==> config.mk <==
export PLATFORM = sky130hd
export DESIGN_NAME = os_latency_monitor
export DESIGN_NICKNAME = d
export VERILOG_FILES = /design/src/rtl/os_latency_monitor.sv
export SDC_FILE = /design/constraint.sdc
export NUM_CORES = 1
export LEC_CHECK = 0
export BUFFER_PORTS_ARGS = -buffer_cell sky130_fd_sc_hd__buf_2
export CORE_MARGIN = 4
export CORE_UTILIZATION = 45
export DETAILED_ROUTE_END_ITERATION = 8
export PLACE_DENSITY = 0.65
export SLEW_MARGIN = 20
export SYNTH_ARGS = -nofsm -noshare
export SYNTH_HDL_FRONTEND = slang
export SYNTH_SLANG_ARGS = --single-unit
==> constraint.sdc <==
create_clock -name clk -period 5.95 [get_ports clk]
set_clock_uncertainty 0.05 [all_clocks]
set_input_delay 1.4875 -clock clk [delete_from_list [all_inputs] [get_ports clk]]
set_output_delay 1.4875 -clock clk [all_outputs]
set_load 0.05 [all_outputs]
==> src/rtl/os_latency_monitor.sv <==
// Multi-channel request/response latency monitor: per-channel IDLE/BUSY tracker
// measuring in_valid->out_valid latency, with a sticky first-error capture.
module os_latency_monitor #(
  parameter int NUM_CH  = 4,
  parameter int CNT_W   = 12,
  parameter int MAX_LAT = 1200,
  parameter int DONE_W  = 16
) (
  input  logic                      clk,
  input  logic                      rst,
  input  logic [NUM_CH-1:0]         in_valid,
  input  logic [NUM_CH-1:0]         out_valid,
  input  logic                      err_clr,
  output logic [NUM_CH-1:0]         busy,
  output logic [NUM_CH-1:0]         lat_done,
  output logic [NUM_CH*CNT_W-1:0]   lat_value,
  output logic [NUM_CH*CNT_W-1:0]   max_lat,
  output logic [DONE_W-1:0]         done_cnt,
  output logic                      err,
  output logic [3:0]                err_ch,
  output logic [1:0]                err_code
);

  typedef enum logic {
    S_IDLE = 1'b0,
    S_BUSY = 1'b1
  } state_t;

  localparam logic [1:0] CODE_NONE     = 2'd0;
  localparam logic [1:0] CODE_TIMEOUT  = 2'd1;
  localparam logic [1:0] CODE_SPURIOUS = 2'd2;
  localparam logic [1:0] CODE_OVERLAP  = 2'd3;

  localparam logic [CNT_W-1:0] LAT_LIMIT = CNT_W'(MAX_LAT);

  state_t                     state_q [NUM_CH];
  state_t                     state_d [NUM_CH];
  logic [CNT_W-1:0]           cnt_q   [NUM_CH];
  logic [CNT_W-1:0]           cnt_d   [NUM_CH];
  logic [1:0]                 code_d  [NUM_CH];

  logic [NUM_CH-1:0]          lat_done_q, lat_done_d;
  logic [NUM_CH*CNT_W-1:0]    lat_value_q, lat_value_d;
  logic [NUM_CH*CNT_W-1:0]    max_lat_q, max_lat_d;
  logic [DONE_W-1:0]          done_cnt_q, done_cnt_d;
  logic                       err_q, err_d;
  logic [3:0]                 err_ch_q, err_ch_d;
  logic [1:0]                 err_code_q, err_code_d;

  logic                       err_hit;
  logic [3:0]                 hit_ch;
  logic [1:0]                 hit_code;
  logic [DONE_W-1:0]          done_inc;

  // Per-channel transaction FSMs
  always_comb begin
    lat_done_d  = '0;
    lat_value_d = lat_value_q;
    max_lat_d   = max_lat_q;
    for (int i = 0; i < NUM_CH; i++) begin
      state_d[i] = state_q[i];
      cnt_d[i]   = cnt_q[i];
      code_d[i]  = CODE_NONE;
      case (state_q[i])
        S_IDLE: begin
          if (in_valid[i] && out_valid[i]) begin
            code_d[i] = CODE_OVERLAP;
          end else if (in_valid[i]) begin
            state_d[i] = S_BUSY;
            cnt_d[i]   = CNT_W'(1);
          end else if (out_valid[i]) begin
            code_d[i] = CODE_SPURIOUS;
          end
        end
        S_BUSY: begin
          if (in_valid[i] && out_valid[i]) begin
            code_d[i]  = CODE_OVERLAP;
            state_d[i] = S_IDLE;
          end else if (out_valid[i]) begin
            state_d[i]                      = S_IDLE;
            lat_done_d[i]                   = 1'b1;
            lat_value_d[i*CNT_W +: CNT_W]   = cnt_q[i];
            if (cnt_q[i] > max_lat_q[i*CNT_W +: CNT_W])
              max_lat_d[i*CNT_W +: CNT_W] = cnt_q[i];
          end else if (in_valid[i]) begin
            code_d[i] = CODE_OVERLAP;
            cnt_d[i]  = cnt_q[i] + 1'b1;
          end else if (cnt_q[i] >= LAT_LIMIT) begin
            // >= keeps a counter pushed past the limit by an overlap from running away
            code_d[i]  = CODE_TIMEOUT;
            state_d[i] = S_IDLE;
          end else begin
            cnt_d[i] = cnt_q[i] + 1'b1;
          end
        end
        default: state_d[i] = S_IDLE;
      endcase
    end
  end

  // Completion count and lowest-index error selection
  always_comb begin
    done_inc = '0;
    err_hit  = 1'b0;
    hit_ch   = '0;
    hit_code = CODE_NONE;
    for (int i = 0; i < NUM_CH; i++)
      done_inc = done_inc + DONE_W'(lat_done_d[i]);
    for (int i = NUM_CH - 1; i >= 0; i--) begin
      if (code_d[i] != CODE_NONE) begin
        err_hit  = 1'b1;
        hit_ch   = 4'(i);
        hit_code = code_d[i];
      end
    end
    done_cnt_d = done_cnt_q + done_inc;
  end

  // Sticky capture; a fresh error outranks a coincident clear
  always_comb begin
    err_d      = err_q;
    err_ch_d   = err_ch_q;
    err_code_d = err_code_q;
    if (err_hit && (!err_q || err_clr)) begin
      err_d      = 1'b1;
      err_ch_d   = hit_ch;
      err_code_d = hit_code;
    end else if (err_clr) begin
      err_d      = 1'b0;
      err_ch_d   = '0;
      err_code_d = CODE_NONE;
    end
  end

  always_ff @(posedge clk) begin
    if (rst) begin
      for (int i = 0; i < NUM_CH; i++) begin
        state_q[i] <= S_IDLE;
        cnt_q[i]   <= '0;
      end
      lat_done_q  <= '0;
      lat_value_q <= '0;
      max_lat_q   <= '0;
      done_cnt_q  <= '0;
      err_q       <= 1'b0;
      err_ch_q    <= '0;
      err_code_q  <= CODE_NONE;
    end else begin
      for (int i = 0; i < NUM_CH; i++) begin
        state_q[i] <= state_d[i];
        cnt_q[i]   <= cnt_d[i];
      end
      lat_done_q  <= lat_done_d;
      lat_value_q <= lat_value_d;
      max_lat_q   <= max_lat_d;
      done_cnt_q  <= done_cnt_d;
      err_q       <= err_d;
      err_ch_q    <= err_ch_d;
      err_code_q  <= err_code_d;
    end
  end

  always_comb begin
    for (int i = 0; i < NUM_CH; i++)
      busy[i] = (state_q[i] == S_BUSY);
  end

  assign lat_done  = lat_done_q;
  assign lat_value = lat_value_q;
  assign max_lat   = max_lat_q;
  assign done_cnt  = done_cnt_q;
  assign err       = err_q;
  assign err_ch    = err_ch_q;
  assign err_code  = err_code_q;

endmodule
==> summary by stage, run 1 <==
Final layout
The number of fill cells in the layout is 2027. The final layout net count is 1390. The number of diodes added for antenna fixing is 0. In the final layout, flip-flops and latches occupy 0.003463 mm2.

The multi-input combinational cells in the finished layout cover a total of 0.005578 mm2. Cells with a size suffix above 1 make up 13.60% of the layout. The growth of design area from synthesis to finish is 14.20%. For this run, the share of the core covered by cells in the final layout is 52.32%.

Global route
Entering global routing, the biggest net connects 86 pins. The via count of the first global-routing pass is 8376. The first global-routing pass estimated 42.59 mm of wire.

The global route total overflow is 0. The initial antenna violation count came to 1. Global routing consumed, over all layers together, 21.20% of the routing resources.

STA
The maximum frequency from static timing analysis is 248.5 MHz. The final-report hold violation count was 0. For the pin with the worst max-slew slack, the measured transition is 1054 ps. The time the worst path needs with I/O delays and setup is 4024 ps. Summed over all failing endpoints, the final setup total negative slack is 0 ps. The total count of max-transition violations in the final report came to 0. The final period utilization is 67.63%. Setup repair after global routing left no endpoint under its margin. Setup violations remaining at the end of the flow were counted as 0.

The worst pin sits at a relative slew slack of 29.74%.

Flow run
The max-cap check violation count is 0.

Routing
The count of routing violations after the opening detailed-route iteration is 508. The number of iterations in the first detailed-routing pass is 5. Wires add up to 25.48 mm. The total number of vias is 8985. Using the TritonRoute via totals, the vias-per-cell ratio works out to 5.595. The count of unresolved DRC violations after routing is 0. Dividing the detail-routed wire length by the instance count gives 15.87 um.

The residual antenna-violating net count after detailed routing is 0.

Pwr
The analysis attributes to cell leakage a power of 4.687 nW. The maximum ir drop on the vdd rail is 0.1757 mV. For this design the ratio of total power to cell area is 225.4 mW/mm2.

Yosys
Ranked by total cell area, the synthesized netlist is headed by dfxtp_1 36%, ha_1 7.4%, nand2_1 5.7%, nor2_1 4.4%, nand4_1 4.0%. The synthesized area divided by synthesized cell count is 7.818 um2. The most instantiated flip-flop cell in the synthesis netlist is dfxtp_1. Synthesis produced a netlist whose cell count is 1232.

The synthesized netlist contains 57 unique library cells. Ranked by instance count, the synthesized netlist is headed by 173 x dfxtp_1, 145 x nand2_1, 114 x nor2_1, 77 x a21oi_1, 74 x inv_1. The cell type contributing the most total cell area after synthesis is dfxtp_1. Counting flops with a built-in enable in the synthesized netlist gives 0. Of the post-synthesis cell area, the dominant cell type holds 35.96%. In the post-synthesis netlist, the cell with the most instances is dfxtp_1. Synthesis inferred 173 register bits. The share of the yosys chip area belonging to registers is 35.96%. The post-synth design cell area is 0.009632 mm2. The total of warnings raised by yosys is 0. In the synthesized netlist the async set-or-reset flop fraction comes to 0%.

Worst setup path
STA classifies the critical path startpoint as an input pin. The largest stage delay on the critical path is 570 ps. The capturing element type of the critical path is a register.

For the worst setup path, the data arrival time is 4260 ps. The slowest stage of the critical path is the fa_1 cell. The most frequent cell on the critical path is fa_1. The critical path is of the in -> reg type. Walking the worst path, the cells encountered are buf_2 > nor3b_1 > buf_4 > inv_1 > fa_1 > inv_1 > fa_1 > fa_1 > and2_1 > nand4_1 > xor2_1 > nor2_1.

Of all nets on the critical path, the largest fanout is 16. The data required time of the critical path is 6190 ps. Counting cells, the worst reg-to-reg path comes to 12.

Clock tree
The number of gates given a new drive strength after cts is 0. The TritonCTS clock tree is done. The count of clock tree sinks is 173.

CTS built an H-tree with a depth of 4. The number of hold buffers added after CTS was 0. The number of buffers inserted by post-CTS setup repair is 0. The CTS buffer count is 17.

The clock latency at the later pin of the worst-skew pair is 430 ps. In this run the deepest clock path goes through 2 buffers. CTS placed an instance of clkbuf_16 at the clock tree root. The clock-pin transition on the worst setup and hold timing paths is 70 ps.

Die
The floorplan row count is 53. The die outline height is 154.3 um. In this run the count of I/O pins placed on the die edge is 138. The standard cell core area is 0.02102 mm2.

The overall die width is 154.3 um. The die covers 0.02381 mm2. For this configuration, the core starts out at a cell density of 45.82%.

Placed design
The routability-driven placement congestion ratio is 0.8232. The count of buffers added on input and output ports is 135. Detailed placement ended at an HPWL of 18.17 mm.

Worst hold path
The cell count of the worst hold path is 2. The worst min-delay path class is reg -> reg.

Run status
The flow ran to the end, and the final reports show no timing, DRC or antenna violations.
==> kinds of logic after synthesis <==
logic type / after synthesis / synth area share (%)
compound gates: 276 / 18.58
xor+xnor: 42 / 3.819
fa+ha+maj: 60 / 8.028
buf+inv: 151 / 6.170
flops: 173 / 35.96
mux: 4 / 0.4287
other cells: 1 / 0.03893
simple gates: 525 / 26.98
==> sequential cells by signal, summed over array words and instances (netlist names) <==
name,cells
cnt_q,48
done_cnt,16
err,1
err_code,2
lat_value,48
lat_done,4
err_ch,2
max_lat,48
state_q,4
==> cell type report <==
cell class	count	share of cell area [%]
Multi-Input combinational cell	909	50.71
Sequential cell	173	31.49
Timing Repair Buffer	144	6.780
Clock buffer	22	4.129
Tap cell	275	3.128
Inverter	74	2.525
Clock inverter	9	1.240
==> final timing paths <==
kind	start	end	slack, ps
worst max-delay path	in_valid[2]	done_cnt[10]	1930
worst min-delay path	lat_value[39]	lat_value[39]	410
worst max register to register	state_q[2]	done_cnt[10]	2560
worst min register to register	lat_value[39]	lat_value[39]	410
==> layer usage <==
layer | track usage, % | share of wire (%) | vias up
met5 | 0 | 0.059 | -
met4 | 5.971 | 1.4 | 2
met3 | 4.449 | 5.7 | 29
met2 | 32.86 | 44 | 250
met1 | 29.96 | 49 | 4188
li1 | - | - | 4516
==> critical path, delay by kind of cell <==
kind / cells / cell delay [ps]
XOR/XNOR: 1 / 140
adder cells (fa/ha/maj): 3 / 1390
AND/OR/NAND/NOR: 4 / 580
buffers and inverters: 4 / 670
==> power breakdown <==
part	total, W	leakage, nW	switching (W)	internal [W]
Combinational	0.000155	3.01	0.000116	0.0000390
Clock	0.00114	0.281	0.000471	0.000673
Sequential	0.00118	1.40	0.0000121	0.00117
==> through the flow <==
step | hold WS [ps] | power, W | cell area (um2) | cells | worst slack, ps
4_1_cts | 407.2 | 0.002506 | 11000 | 1606 | 1912
3_3_place_gp | 396.8 | 0.001360 | 10410 | 1575 | 1490
3_5_place_dp | 398.7 | 0.001361 | 10410 | 1575 | 1463
6_report | 406.3 | 0.002479 | 11000 | 1606 | 1926
5_1_grt | 423.6 | 0.002572 | 11000 | 1606 | 1657
2_1_floorplan | 414.8 | 0.001320 | 9635 | 1233 | 1705
==> placed cells by master (no fill, tap or decap), types with 38 or more instances in the layout <==
cell type	n
nand3_1	63
dfxtp_1	173
nand4_1	62
ha_1	57
nor2_1	114
nand2_1	145
buf_2	134
a22oi_1	49
and3_1	38
a21oi_1	77
o21ai_0	67
inv_1	74
No activity file was read; power rests on OpenSTA's default activity.
==> run 2, diff against run 1 <==
==> constraint.sdc (replaced) <==
create_clock -name clk -period 4.1 [get_ports clk]
set_clock_uncertainty 0.05 [all_clocks]
set_input_delay 1.025 -clock clk [delete_from_list [all_inputs] [get_ports clk]]
set_output_delay 1.025 -clock clk [all_outputs]
set_load 0.05 [all_outputs]
==> summary by stage, run 2 (synthesis results as in run 1) <==
Final layout
The layout has 2047 filler cells. The growth of design area from synthesis to finish is 14.63%. The final layout net count is 1393. Leaving out fill and tap cells, the most frequent cell in the layout is dfxtp_1. The area of all placed cells without fillers is 0.01104 mm2. The post-route netlist has 14.01% of its cells at a drive strength greater than 1. Excluding fillers, the count of instances in the completed layout stands at 1610.

The top cell types in the final layout, fill and taps aside, are 173 x dfxtp_1, 145 x nand2_1, 134 x buf_2. The number of diodes added for antenna fixing is 0.

Pwr
The switching share of power is 24.26%. In this run, flip-flops and latches consume 47.7% of the power. The maximum ir drop on the vdd rail is 0.2605 mV. The power density normalized to cell area is 325.0 mW/mm2. The design internal power is 0.002717 W. The total leakage power is 4.705 nW. The clock share of power is 46.0%.

The combinational group share of total power is 6.3%. For this design the total switching power over the nets is 0.0008705 W.

Worst hold path
The startpoint identified for the worst hold timing path is lat_value[31]. The worst hold path belongs to the class reg -> reg. The cell count of the worst hold path is 2. The endpoint of the worst hold-timing path is lat_value[31].

Clock tree
The TritonCTS clock tree is done. The H-tree depth is 4. The count of clock tree sinks is 173. The clock latency at the later pin of the worst-skew pair is 430 ps. Gates resized during post-CTS repair numbered 0. The clock root buffer is clkbuf_16. TritonCTS created 17 clock buffers. Clock-pin slew was measured on the worst setup and hold paths at 60 ps. The number of hold buffers added after cts is 0. The longest clock path from root to sink contains 2 buffers. The number of buffers inserted by post-CTS setup repair is 0.

Worst setup path
STA puts the critical path data required time at 4330 ps. STA classifies the critical path startpoint as an input pin. Measured in cells, the most critical reg-to-reg path has a length of 11. The worst setup path is of the in -> reg kind.

STA classifies the critical path endpoint as a register. The setup slack on the worst flop-to-flop path is 1140 ps. Data arrives at the worst endpoint at 3430 ps. The highest net fanout along the worst path is 7.

The timing startpoint of the critical path is in_valid[2]. In this run the critical register-to-register path is captured at done_cnt[10]. The startpoint identified for the worst register-to-register timing path is state_q[2].

STA
The total count of max-transition violations in the final report is 0. In the finished design, the share of the clock period the worst path needs comes to 78.03%. The maximum frequency from static timing analysis is 312.6 MHz. The slack of the critical path is 900.8 ps. The worst relative slew slack is 30.47%. Setup total negative slack on the finished layout was measured at 0 ps. Setup repair after global routing left no endpoint under its margin. Setup violations remaining at the end of the flow were counted as 0. The smallest clock period supported by the final layout is computed as 3199 ps. The final-report hold violation count came to 0. For the pin with the worst max-slew slack, the measured transition is 1043 ps.

Die
The floorplan step set the die height to 154.3 um. The floorplan has 53 rows. The initial core utilization is 45.82%. The die outline area is 0.02381 mm2. The overall die width is 154.3 um. 138 I/O pins were placed. The standard cell core area is 0.02102 mm2.

Routing
The total routed wirelength is 24.95 mm. The total number of vias is 9057. After the first detailed-routing iteration, the DRC count stood at 652. The residual antenna-violating net count after detailed routing is 0. In the routed layout, each cell is associated on average with a via count of 5.625. The pre-antenna-repair detailed-routing pass consisted of 5 iterations.

The count of unresolved DRC violations after routing is 0. In the final routed layout, each cell accounts on average for 15.50 um.

Placed design
The count of input and output buffers is 135. Detailed placement finished with a half-perimeter wire length of 17.64 mm. The routability-driven placement congestion ratio is 0.8251. Timing analysis after detailed placement gives a worst setup slack of 442.6 ps. Including well taps, the total number of placed cells is 1578.

The total cell area at the placement stage is 0.01044 mm2.

Global route
The global-route usage over all layers is 20.38%. The initial antenna violation count was 1. The pin count of the biggest net entering global routing is 156.

The global-route wire length before repair is 40.88 mm. The via count of the first global-routing pass is 7991. The global route total overflow is 0.

Flow run
The tool flagged a number of max-cap violations equal to 0.

Run status
The run finished with clean final reports.
[run 2: per-layer routing]
metal  up-vias  part of all wire [%]  track usage [%]
li1       4526                     -                -
met1      4227                    47            28.96
met2       275                    45            31.51
met3        27                   6.6            4.449
met4         2                   1.2            5.214
met5         -                 0.052                0
[run 2: stage by stage]
step	hold slack, ps	total power [W]	util [%]
floorplan	414.8	0.001915	-
global placement	391.3	0.001975	49.68
detailed placement	394.8	0.001976	49.68
CTS	403.8	0.003626	52.52
global route	419.2	0.003719	52.52
finish	400.3	0.003588	52.52
[run 2: worst max-delay path by stage]
stage               slack [ps]            to  cells after the start
finish                     900  done_cnt[10]                     11
global placement           450  done_cnt[10]                     11
global route               750  done_cnt[10]                     11
CTS                        890  done_cnt[10]                     11
detailed placement         440  done_cnt[10]                     11
floorplan                  320  done_cnt[10]                     12
[run 2: power by group through the flow]
stage          Clock, W  Combinational, W  Sequential (W)
4_1_cts         0.00169          0.000227         0.00171
3_3_place_gp          0          0.000226         0.00175
2_1_floorplan         0          0.000146         0.00177
3_5_place_dp          0          0.000226         0.00175
5_1_grt         0.00176          0.000250         0.00171
6_report        0.00165          0.000226         0.00171
[run 2: final cells by class]
cell class,count,area (um2),share of cell area (%)
Clock inverter,9,108.9,0.9859
Sequential cell,173,3463,31.37
Multi-Input combinational cell,909,5578,50.52
Tap cell,275,344.1,3.116
Timing Repair Buffer,147,780.7,7.072
Inverter,74,277.8,2.516
Clock buffer,23,488.0,4.420
[run 2: critical path: stages]
cell     delay (ps)
buf_2           140
nor3b_1         250
inv_1           130
fa_1            490
inv_1            50
fa_1            400
fa_1            410
and2_1          230
nand4_1         130
xor2_1          140
nor2_1           50
==> run 3, diff against run 2 <==
--- a/config.mk
+++ b/config.mk
@@ -5,11 +5,12 @@
 export SDC_FILE = /design/constraint.sdc
 export NUM_CORES = 1
 export LEC_CHECK = 0
+export ABC_AREA = 1
 export BUFFER_PORTS_ARGS = -buffer_cell sky130_fd_sc_hd__buf_2
 export CORE_MARGIN = 4
 export CORE_UTILIZATION = 45
 export DETAILED_ROUTE_END_ITERATION = 8
-export PLACE_DENSITY = 0.65
+export PLACE_DENSITY = 0.68
 export SLEW_MARGIN = 20
 export SYNTH_ARGS = -nofsm -noshare
 export SYNTH_HDL_FRONTEND = slang
==> constraint.sdc (replaced) <==
create_clock -name clk -period 2.65 [get_ports clk]
set_clock_uncertainty 0.05 [all_clocks]
set_input_delay 0.6625 -clock clk [delete_from_list [all_inputs] [get_ports clk]]
set_output_delay 0.6625 -clock clk [all_outputs]
set_load 0.05 [all_outputs]
==> summary by stage, run 3 <==
Global route
Entering global routing, the biggest net connects 83 pins. The global-route usage over all layers is 19.56%. The initial antenna violation count was 0. The via count of the first global-routing pass is 7155.

Global routing consumed, on the met1 layer, 26.29% of the routing resources. The met3 demand-to-capacity share in global routing is 4.802%. The global route total overflow is 0.

In this run the most used layer during global routing was met2. The first global-routing pass estimated 34.73 mm of wire. The global-route met2 utilization is 31.90%.

Yosys
The post-synth design cell area is 0.008482 mm2. The total of warnings raised by yosys is 0. After synthesis, the cell types taking the most area are dfxtp_1 41%, ha_1 8.4%, a21oi_1 8.2%, nor2_1 6.3%, o21ai_0 6.2%.

After synthesis, the largest family of logic cells by area is simple AND/OR/NAND/NOR gates. The average instance in the mapped netlist occupies 7.566 um2. The synthesized netlist contains 46 unique library cells. Counting every instance in the synthesized netlist gives 1121. Of the total synthesized cell area, the portion taken by full adders, half adders and majority gates is 9.116%. After synthesis, flip-flops and latches occupy 40.83% of the total area. In the synthesized netlist, the cells that appear most often are 173 x dfxtp_1, 143 x nor2_1, 139 x a21oi_1, 138 x inv_1, 127 x nand2_1.

Summing the areas of all compound-gate instances in the mapped netlist gives 18.69% of the synthesized area. Counting flops and latches in the post-synthesis netlist gives 173. Of all flip-flops after synthesis, the portion carrying an async set or reset was 0%.

The most common cell in the netlist is dfxtp_1. The most used flip-flop cell after synthesis is dfxtp_1. The multiplexer fraction of the synthesized cell area is 0%. The top cell type by area accounts for 40.83% of the synthesized area. The share of the synthesized netlist area taken by xor and xnor gates is 0.9293%. The synthesized design spends more area on one cell type than any other, namely dfxtp_1. The synthesized design contains 0 enable-type register cells. The simple logic cell fraction of the synthesized area is 21.29%.

STA
Static timing analysis puts the maximum clock frequency at 357.5 MHz. The transition time of the tightest slew-check pin is 689.7 ps. The final-report hold violation count is 0.

The slack of the critical path is -147.3 ps. The final period utilization is 105.6%. Setup violations remaining at the end of the flow were counted as 7. The worst relative slew slack is 54.02%.

Setup repair after global routing could not meet its margin everywhere. The worst path in the final design needs a cycle of 2797 ps, including I/O delays and setup. The total count of max-transition violations in the final report is 0.

Routing
The number of iterations in the first detailed-routing pass is 5. The routed design has 20.88 mm of wire. The count of nets left with antenna violations once routing finished came out at 0. The average wire per cell in the routed design is 13.67 um. The count of routing violations after the opening detailed-route iteration is 404.

Using the TritonRoute via totals, the vias-per-cell ratio works out to 5.024. The count of unresolved DRC violations after routing is 0. The routed layout has 7671 vias.

Placed design
The sum of net half-perimeters after detailed placement is 15.51 mm. At the placement stage, the worst setup path has a slack of -675.4 ps. During placement, the flow inserted port buffers numbering 135. The total cell area at the placement stage is 0.009588 mm2.

The congestion estimate from routability-driven global placement came to 0.8514. The instance count after placement with tap cells included is 1484.

Worst hold path
The worst hold path begins at max_lat[30]. The worst hold path passes through 2 cells. The worst min-delay path class is reg -> reg. The endpoint of the worst hold-timing path is max_lat[30].

Final layout
Cells fill 56.33% of the core in the end. The growth of design area from synthesis to finish is 21.35%. Excluding fillers, the count of instances in the completed layout stands at 1527. The final layout net count is 1356. The layout has 1753 filler cells. The library cell used most frequently in the layout, excluding fill and tap cells, is dfxtp_1. Leaving out fill and tap cells, the most frequent cells in the layout are 171 x dfxtp_1, 142 x nor2_1, 137 x a21oi_1.

The number of antenna diodes in the final layout is 0. The ratio of cells with drive above 1 in the final layout is 22.65%. The area of all placed cells without fillers is 0.01029 mm2.

Die
The standard cell core area is 0.01827 mm2. The die outline height is 145.3 um. The initial utilization of the core area, before any placement, comes to 46.43%. The floorplan row count is 49. The die outline area is 0.02111 mm2. The overall die width is 145.3 um.

The number of primary I/O pins is 138.

Worst setup path
The number of cells on the worst reg-to-reg path is 18. Setup slack on the worst reg-to-reg path comes out at -130 ps. For the worst setup path, the data arrival time is 3070 ps. In this run the critical register-to-register path is launched from state_q[2].

Along the worst path, the maximum fanout reaches 3. The worst setup path is of the in -> reg kind. The data required time of the critical path is 2920 ps. Traced cell by cell, the critical path runs through buf_6 > nor3_4 > inv_2 > fa_1 > inv_1 > fa_2 > fa_2 > nand2_2 > nor2_4 > nand2_2 > nor3_4 > nand2_1 > nor2_2 > nand2_2 > nor2_4 > nand2_1 > o21ai_1 > a21oi_1. By instance count, the cell type seen most on the critical path is nand2_2. The capture point of the worst reg-to-reg path is done_cnt[14]. On the worst path, the slowest cell contributes a delay of 420 ps.

STA classifies the critical path endpoint as a register. The kind of launch point of the worst setup path is an input pin. The slowest stage of the critical path is the fa_1 cell.

Clock tree
The count of clock tree sinks is 173. The H-tree was split into 4 levels. The TritonCTS clock tree is done. The CTS buffer count is 17.

The tree is rooted in a clkbuf_16. The buffer levels on the longest clock path is 2. The clock latency at the later pin of the worst-skew pair is 430 ps. The clock-pin transition on the worst setup and hold timing paths is 70 ps.

Pwr
The total leakage power is 4.626 nW. VDD sags by at most 0.4316 mV. Total power for the finished layout comes to 0.005677 W.

Power spread over the standard cell area amounts to 551.6 mW/mm2.

Run status
The flow ran to the end, but the final reports show violations. The final reports fail on setup timing.

Flow run
The max-cap check violation count is 0.
[run 3: logic make-up (layout without fill, tap and decap cells)]
| group | Yosys count | after routing |
|---|---|---|
| other | 1 | 2 |
| xor gates and xnor gates | 9 | 9 |
| DFF | 173 | 173 |
| adders and majority gates | 60 | 60 |
| and+or+nand+nor | 386 | 386 |
| AOI/OAI and AO/OA | 300 | 300 |
| buffers and inverters | 192 | 368 |
[run 3: worst max path at each step]
| stage | start | endpoint | slack, ps | cells past startpoint |
|---|---|---|---|---|
| after global placement | out_valid[0] | done_cnt[14] | -620 | 19 |
| final | in_valid[2] | done_cnt[14] | -150 | 18 |
| after global routing | state_q[2] | done_cnt[14] | -330 | 18 |
| after floorplan | out_valid[0] | done_cnt[14] | -460 | 18 |
| after CTS | out_valid[0] | done_cnt[14] | -100 | 19 |
| after detailed placement | out_valid[0] | done_cnt[14] | -680 | 19 |
[run 3: area by class of cell]
class                           count  area [um2]  area share [%]
Multi-Input combinational cell    757        4313           41.90
Sequential cell                   173        3466           33.67
Timing Repair Buffer              184        1086           10.55
Inverter                          152       585.6           5.689
Clock buffer                       21       470.5           4.571
Tap cell                          229       286.5           2.784
Clock inverter                     11       85.08          0.8266
[run 3: per-layer routing]
layer	vias up	wire [um]
met5	-	0
met4	0	184
met3	15	875
met2	141	9708
met1	3487	10110
li1	4028	-
[run 3: report_power, final]
part	internal (W)	switching, W
registers	0.00266	0.0000374
clock network	0.00128	0.00107
logic	0.000181	0.000445
total	0.00412	0.00156
[run 3: metrics by stage]
| step | hold slack [ps] | setup TNS, ps |
|---|---|---|
| after detailed placement | 418.2 | -6376 |
| after floorplan | 411.7 | -2603 |
| after global routing | 445.3 | -1957 |
| final | 425.1 | -513.2 |
| after CTS | 427.9 | -463.2 |
| after global placement | 411.9 | -5910 |
[run 3: critical path: cells and delay by family]
family | cells | cell delay, ps
AOI/OAI and AO/OA | 2 | 170
buffers and inverters | 3 | 250
adders and majority gates | 3 | 850
and+or+nand+nor | 10 | 1130
[run 3: repair_timing]
action / CTS / global route
setup endpoints to repair: 7 / 9
resized for setup: 14 / 6
hold buffers: 0 / 0
pin swaps: 2 / 2
buffers inserted: 4 / 7
